[config.mk]
export PLATFORM = sky130hd
export DESIGN_NAME = vga_timing
export DESIGN_NICKNAME = d
export VERILOG_FILES = /design/src/rtl/vga_pkg.sv /design/src/rtl/vga_axis_counter.sv /design/src/rtl/vga_timing.sv
export SDC_FILE = /design/constraint.sdc
export NUM_CORES = 1
export LEC_CHECK = 0
export ABC_AREA = 1
export BUFFER_PORTS_ARGS = -buffer_cell sky130_fd_sc_hd__buf_2
export CAP_MARGIN = 25
export CORE_AREA = 2 2 99 82
export DETAILED_ROUTE_END_ITERATION = 7
export DIE_AREA = 0 0 101 84
export PLACE_DENSITY = 0.77
export SETUP_SLACK_MARGIN = 0.2
export SKIP_LAST_GASP = 1
export SLEW_MARGIN = 20
export SYNTH_ARGS = -nofsm -noshare
export SYNTH_HDL_FRONTEND = slang
export SYNTH_HIERARCHICAL = 1
export SYNTH_SLANG_ARGS = --single-unit
[constraint.sdc]
create_clock -name pclk -period 2.32 [get_ports pclk]
set_clock_uncertainty 0.2 [all_clocks]
set_input_delay 0.232 -clock pclk [delete_from_list [all_inputs] [get_ports pclk]]
set_output_delay 0.232 -clock pclk [all_outputs]
set_load 0.1 [all_outputs]
[src/rtl/vga_pkg.sv]
// Shared VGA 640x480@60 raster constants, mode encodings, text geometry and
// the graphics byte-address helper used by the timing generator.
package vga_pkg;

  localparam int unsigned H_VIS  = 640;
  localparam int unsigned H_FP   = 16;
  localparam int unsigned H_SYNC = 96;
  localparam int unsigned H_BP   = 48;
  localparam int unsigned V_VIS  = 480;
  localparam int unsigned V_FP   = 10;
  localparam int unsigned V_SYNC = 2;
  localparam int unsigned V_BP   = 33;

  localparam int unsigned H_TOT = H_VIS + H_FP + H_SYNC + H_BP;
  localparam int unsigned V_TOT = V_VIS + V_FP + V_SYNC + V_BP;

  // One counter width covers both axes; px/py ports are this wide too.
  localparam int unsigned CNT_W = $clog2((H_TOT > V_TOT) ? H_TOT : V_TOT);

  localparam logic [1:0] MODE_TEXT = 2'd0;
  localparam logic [1:0] MODE_GFX  = 2'd1;

  localparam int unsigned CHAR_W = 8;
  localparam int unsigned CHAR_H = 16;
  localparam int unsigned GX_W   = $clog2(CHAR_W);
  localparam int unsigned GY_W   = $clog2(CHAR_H);
  localparam int unsigned COL_W  = 7;
  localparam int unsigned ROW_W  = 5;
  localparam int unsigned GFX_W  = 17;

  // (y>>1)*320 + (x>>1) built from shifts: 320 = 256 + 64.
  function automatic logic [GFX_W-1:0] gfx_byte_addr(input logic [CNT_W-1:0] x,
                                                    input logic [CNT_W-1:0] y);
    logic [GFX_W-1:0] x2;
    logic [GFX_W-1:0] y2;
    x2 = GFX_W'(x >> 1);
    y2 = GFX_W'(y >> 1);
    return (y2 << 8) + (y2 << 6) + x2;
  endfunction

endpackage

[src/rtl/vga_axis_counter.sv]
// One raster axis: wrapping position counter with enable, plus the wrap,
// sync-window and visible-region decodes of the current count.
module vga_axis_counter
  import vga_pkg::*;
#(
  parameter int unsigned TOT     = H_TOT,
  parameter int unsigned VIS     = H_VIS,
  parameter int unsigned SYNC_LO = H_VIS + H_FP,
  parameter int unsigned SYNC_HI = H_VIS + H_FP + H_SYNC
) (
  input  logic             pclk,
  input  logic             rst_n,
  input  logic             en,
  output logic [CNT_W-1:0] cnt,
  output logic             wrap_c,
  output logic             sync_c,
  output logic             vis_c
);

  assign wrap_c = en && (cnt == CNT_W'(TOT - 1));
  assign sync_c = (cnt >= CNT_W'(SYNC_LO)) && (cnt < CNT_W'(SYNC_HI));
  assign vis_c  = cnt < CNT_W'(VIS);

  always_ff @(posedge pclk or negedge rst_n) begin
    if (!rst_n) begin
      cnt <= '0;
    end else if (en) begin
      cnt <= wrap_c ? '0 : cnt + CNT_W'(1);
    end
  end

endmodule

[src/rtl/vga_timing.sv]
// Free-running VGA raster timing master: syncs, blanking, pixel/text/graphics
// coordinates, line/frame pulses and the blink frame counter.
module vga_timing
  import vga_pkg::*;
#(
  parameter int unsigned H_VIS_P  = H_VIS,
  parameter int unsigned H_FP_P   = H_FP,
  parameter int unsigned H_SYNC_P = H_SYNC,
  parameter int unsigned H_BP_P   = H_BP,
  parameter int unsigned V_VIS_P  = V_VIS,
  parameter int unsigned V_FP_P   = V_FP,
  parameter int unsigned V_SYNC_P = V_SYNC,
  parameter int unsigned V_BP_P   = V_BP
) (
  input  logic              pclk,
  input  logic              _reset,
  input  logic [1:0]        mode,
  output logic              hsync,
  output logic              vsync,
  output logic              blank,
  output logic [CNT_W-1:0]  px,
  output logic [CNT_W-1:0]  py,
  output logic [COL_W-1:0]  char_col,
  output logic [ROW_W-1:0]  char_row,
  output logic [GX_W-1:0]   glyph_x,
  output logic [GY_W-1:0]   glyph_y,
  output logic [GFX_W-1:0]  gfx_addr,
  output logic [4:0]        frame_cnt,
  output logic              line_start,
  output logic              frame_start
);

  localparam int unsigned H_TOT_P = H_VIS_P + H_FP_P + H_SYNC_P + H_BP_P;
  localparam int unsigned V_TOT_P = V_VIS_P + V_FP_P + V_SYNC_P + V_BP_P;

  logic [CNT_W-1:0] h_cnt;
  logic [CNT_W-1:0] v_cnt;
  logic             h_wrap_c;
  logic             h_sync_c;
  logic             h_vis_c;
  logic             v_wrap_c;
  logic             v_sync_c;
  logic             v_vis_c;
  logic             vis_c;
  logic [1:0]       mode_q;
  logic             mode_unused;

  vga_axis_counter #(
    .TOT     (H_TOT_P),
    .VIS     (H_VIS_P),
    .SYNC_LO (H_VIS_P + H_FP_P),
    .SYNC_HI (H_VIS_P + H_FP_P + H_SYNC_P)
  ) u_h_axis (
    .pclk   (pclk),
    .rst_n  (_reset),
    .en     (1'b1),
    .cnt    (h_cnt),
    .wrap_c (h_wrap_c),
    .sync_c (h_sync_c),
    .vis_c  (h_vis_c)
  );

  vga_axis_counter #(
    .TOT     (V_TOT_P),
    .VIS     (V_VIS_P),
    .SYNC_LO (V_VIS_P + V_FP_P),
    .SYNC_HI (V_VIS_P + V_FP_P + V_SYNC_P)
  ) u_v_axis (
    .pclk   (pclk),
    .rst_n  (_reset),
    .en     (h_wrap_c),
    .cnt    (v_cnt),
    .wrap_c (v_wrap_c),
    .sync_c (v_sync_c),
    .vis_c  (v_vis_c)
  );

  assign vis_c = h_vis_c && v_vis_c;

  // Latched mode has no consumer inside this block yet; the pixel stage owns it.
  assign mode_unused = ^mode_q;

  // Pulses come from the wrap so they land in the cycle the counters read 0;
  // the very first frame after reset therefore carries no frame_start.
  always_ff @(posedge pclk or negedge _reset) begin
    if (!_reset) begin
      hsync       <= 1'b1;
      vsync       <= 1'b1;
      blank       <= 1'b1;
      px          <= '0;
      py          <= '0;
      gfx_addr    <= '0;
      frame_cnt   <= '0;
      line_start  <= 1'b0;
      frame_start <= 1'b0;
      mode_q      <= MODE_TEXT;
    end else begin
      hsync       <= ~h_sync_c;
      vsync       <= ~v_sync_c;
      blank       <= ~vis_c;
      line_start  <= h_wrap_c;
      frame_start <= v_wrap_c;
      if (vis_c) begin
        px       <= h_cnt;
        py       <= v_cnt;
        gfx_addr <= gfx_byte_addr(h_cnt, v_cnt);
      end
      if (v_wrap_c) begin
        frame_cnt <= frame_cnt + 5'd1;
        mode_q    <= (mode == MODE_GFX) ? MODE_GFX : MODE_TEXT;
      end
    end
  end

  assign char_col = px[GX_W+COL_W-1:GX_W];
  assign glyph_x  = px[GX_W-1:0];
  assign char_row = py[GY_W+ROW_W-1:GY_W];
  assign glyph_y  = py[GY_W-1:0];

endmodule

==> impl.org <==
** Global routing
- The number of antenna violations at the first check in global routing is 0.
- Total GRT Usage :: 21.28%
- The first global-routing pass estimated 14260 um of wire.
- The number of global-route vias before repair is 3146.
- Overflow after GRT :: 0
- Entering global routing, the biggest net connects 34 pins.

** Cells and area
- Relative to the synthesized area, the layout overhead comes to 24.23%.
- # fillers :: 664
- Total number of nets in the final design :: 575
- The finished layout holds 644 standard cells, fillers aside.
- The post-route netlist has 32.85% of its cells at a drive strength greater than 1.
- Inserted Diodes :: 0

** Place
- Routability-driven placement congestion ratio :: 0.9121
- Port buffering added 67 buffers.
- Instance count after placement with tap cells included :: 611
- Setup slack at placement :: 0.1140 ns
- Detailed placement finished with a half-perimeter wire length of 6086 um.

** Synthesis
- Netlist area before placement :: 0.003646 sq mm
- Share of the synthesized netlist area taken by xor and xnor gates :: 2.642%
- The synthesized netlist devotes 2.848% of its cell area to compound gates.
- The number of nets in the synthesized netlist is 497.
- After synthesis, flip-flops and latches occupy 41.97% of the total area.
- Dominant combinational cell family by area after synthesis :: simple AND/OR/NAND/NOR gates
- Simple-gate portion of the synthesized area :: 30.34%
- Synthesized instance count :: 468
- After Yosys synthesis, full adders, half adders and majority gates account for 8.991% of the synthesized area.
- After synthesis, the netlist uses 32 different library cells.
- After synthesis, the mean cell area works out to 7.791 sq um.
- Area contributors post-synth :: dfrtp_1, nand2_1, ha_1
- The synthesized design spends more area on one cell type than any other, namely dfrtp_1.
- Multiplexer share of the synthesized area :: 0.3089%
- Synthesis inferred 61 register bits.
- During synthesis, Yosys emitted a total of 6 warnings.
- After synthesis, the largest area contributor takes up 39.81% of total cell area.

** STA
- Unrepaired setup endpoints after global routing :: true
- Post-layout min period :: 2.161 ns
- Setup slack closes at 0.1595 ns.
- Relative slew slack :: 64.51%
- Setup total negative slack on the finished layout was measured at 0 ns.
- Dividing the final minimum period by the clock period gives 93.13%.
- Slew Limit Fails :: 0
- Worst slew pin tran :: 0.5360 ns
- Count of final setup violators :: 0
- The hold violation total from the final report was 0.
- Max Freq :: 462.9 MHz

** Pwr
- Power Total :: 6130 uW
- Of the total power, the clock network draws 18.2%.
- The share of total power dissipated in combinational logic is 57.5%.
- Internal power comes to 2471 uW.
- For this design the total switching power over the nets is 3659 uW.
- Pleak :: 0.002568 uW
- Power spread over the standard cell area amounts to 1353 mW/mm^2.
- In this run switching power makes up 59.69% of total power.
- IR analysis of the VDD net gives a maximum drop of 1.032 mV.
- Flop pwr share :: 24.2%

** Detailed routing
- Drt wl/cell :: 14.10 um
- Dividing the detail-routed via count by the number of cells gives 5.113.
- Antenna Violating Nets Remaining :: 0
- In this run, the number of DRC markers left after iteration 0 of detailed routing was 237.
- Detailed-route via count :: 3293
- Count of TritonRoute iterations in the first routing pass :: 4
- For this block, the routed nets add up to 9082 um of wire.
- Residual DRC count :: 0

** Floorplanning
- Initial core utilization :: 47.85%
- Floorplan Core Area :: 0.007620 sq mm
- The floorplan step defined a die boundary enclosing 0.008484 sq mm.
- During I/O placement, the number of pins put on the boundary was 70.
- After floorplanning, the core was divided into 29 placement rows.
- Die height :: 84 um
- Horizontal die dimension :: 101 um

** Clock network
- Sinks on the clock net :: 61
- TritonCTS created 9 clock buffers.
- The clock reaches the later pin of the worst-skew pair after 0.35 ns.
- After clock tree synthesis, the clock-pin slew on the worst setup and hold paths is 0.07 ns.
- TritonCTS built the clock tree.
- The clock tree synthesis step divided the H-tree into 3 levels.
- Clk Tree Root Cell :: clkbuf_8
- Maximum clock insertion buffer count :: 2

** Setup path
- Worst-path maximum fanout :: 3
- The worst setup path is captured at a register.
- STA puts the critical path data arrival time at 2.20 ns.
- The worst setup path is launched from a register.
- STA puts the critical path data required time at 2.36 ns.
- The setup path with the least slack is of type register to register.

** Min path
- Type of the worst min-delay path :: input pin to asynchronous set/reset pin

** Status
- The run finished with clean final reports.

** Job
- The tool flagged a number of max-cap violations equal to 0.
==> layout make-up <==
| type | instances | area (sq um) | area share (%) |
|---|---|---|---|
| flip-flops and latches | 61 | 1538 | 33.95 |
| clock buffers | 13 | 168.9 | 3.729 |
| repair buffers | 101 | 609.3 | 13.45 |
| multi-input cells | 313 | 1799 | 39.72 |
| inverters | 60 | 230.2 | 5.083 |
| clock inverters | 3 | 67.56 | 1.492 |
| well taps | 93 | 116.4 | 2.569 |
==> flip-flops by register name (all words and copies together), names as in the netlist, 4 cells and up <==
| register | count |
|---|---|
| u_v_axis/cnt | 10 |
| u_h_axis/cnt | 10 |
| py | 10 |
| gfx_addr | 17 |
| px | 4 |
| frame_cnt | 5 |
==> placed cells by master (no fill, tap or decap), types with 8 or more instances in the layout <==
| master | count |
|---|---|
| nand2_1 | 153 |
| buf_2 | 67 |
| dfrtp_1 | 52 |
| inv_1 | 50 |
| nor2_1 | 32 |
| buf_4 | 31 |
| nand3_1 | 24 |
| ha_1 | 16 |
| nand2_2 | 13 |
| clkbuf_8 | 12 |
| inv_2 | 8 |
| xor2_1 | 8 |
==> power by group through the flow <==
stage,sequential [uW],clock [uW],combinational [uW]
3_5_place_dp,1500,0,3490
5_1_grt,1520,1180,3670
4_1_cts,1490,1140,3500
3_3_place_gp,1480,0,3450
6_report,1490,1120,3530
2_1_floorplan,2690,0,1940
==> worst max-delay path: stages (launching register included) <==
cell,delay [ns]
dfrtp_2,0.43
inv_2,0.08
fa_2,0.46
fa_2,0.37
inv_4,0.07
nand3_4,0.06
nand2_4,0.10
nand2_2,0.06
nand2_1,0.05
nand2_1,0.04
nand3_1,0.06
nand2_1,0.05
==> per-layer routing <==
metal / part of all wire (%) / up-vias / global-route usage (%)
li1: - / 1572 / -
met1: 42 / 1554 / 27.33
met2: 49 / 152 / 34.73
met3: 6.6 / 15 / 4.523
met4: 2.1 / 0 / 8.845
met5: 0 / - / 0
==> kinds of logic after synthesis <==
logic type | after synthesis
simple gates | 256
buf+inv | 94
flops | 61
fa+ha+maj | 25
compound gates | 19
xor+xnor | 11
other cells | 1
mux | 1
==> through the flow <==
stage / area, sq um / hold WS (ns) / utilization (%)
after floorplan: 3657 / -0.2636 / -
after global placement: 4004 / -0.01647 / 52.55
after detailed placement: 4004 / -0.01458 / 52.55
after CTS: 4334 / 0.1451 / 56.88
after global routing: 4529 / 0.1816 / 59.44
final: 4529 / 0.1391 / 59.44
==> cells in the mapped netlist <==
master and instances:
nand3_1 26, buf_4 26, nor2_1 34, clkinv_1 1, conb_1 1, nand2_2 7, buf_6 1, fa_1 2
clkbuf_2 1, nor2_2 6, dfstp_2 3, o21ai_1 6, nand3_2 3, nor4_1 1, o2111a_1 1, inv_1 57
xnor2_1 3, nand2_1 163, ha_1 23, or2_4 1, o21bai_1 1, inv_2 2, nor3_1 2, nand3b_1 3
xor2_1 8, dfrtp_1 58, a21oi_1 7, mux2_2 1, nand4_1 7, o21ai_0 4, nor2_4 3, buf_2 6
==> worst paths after layout <==
path / start / end / slack (ns) / cells past startpoint
worst min register to register: frame_cnt[4] / frame_cnt[4] / 0.27 / 1
max in group asynchronous: _reset / blank / 1.22 / 3
worst min-delay path: _reset / u_h_axis/cnt[8] / 0.14 / 2
worst max-delay path: u_v_axis/cnt[1] / gfx_addr[13] / 0.16 / 11
min in group pclk: frame_cnt[4] / frame_cnt[4] / 0.27 / 1
worst max register to register: u_v_axis/cnt[1] / gfx_addr[13] / 0.16 / 11
==> timing repair <==
item                                   CTS  global route
cloned                                   0             0
resized for setup                       10            34
setup buffers                            4            12
pin swaps                                5            22
setup endpoints to repair                8            17
hold buffers                             1             0
endpoints found under the hold margin   48             0
No activity file was read; power rests on OpenSTA's default activity.
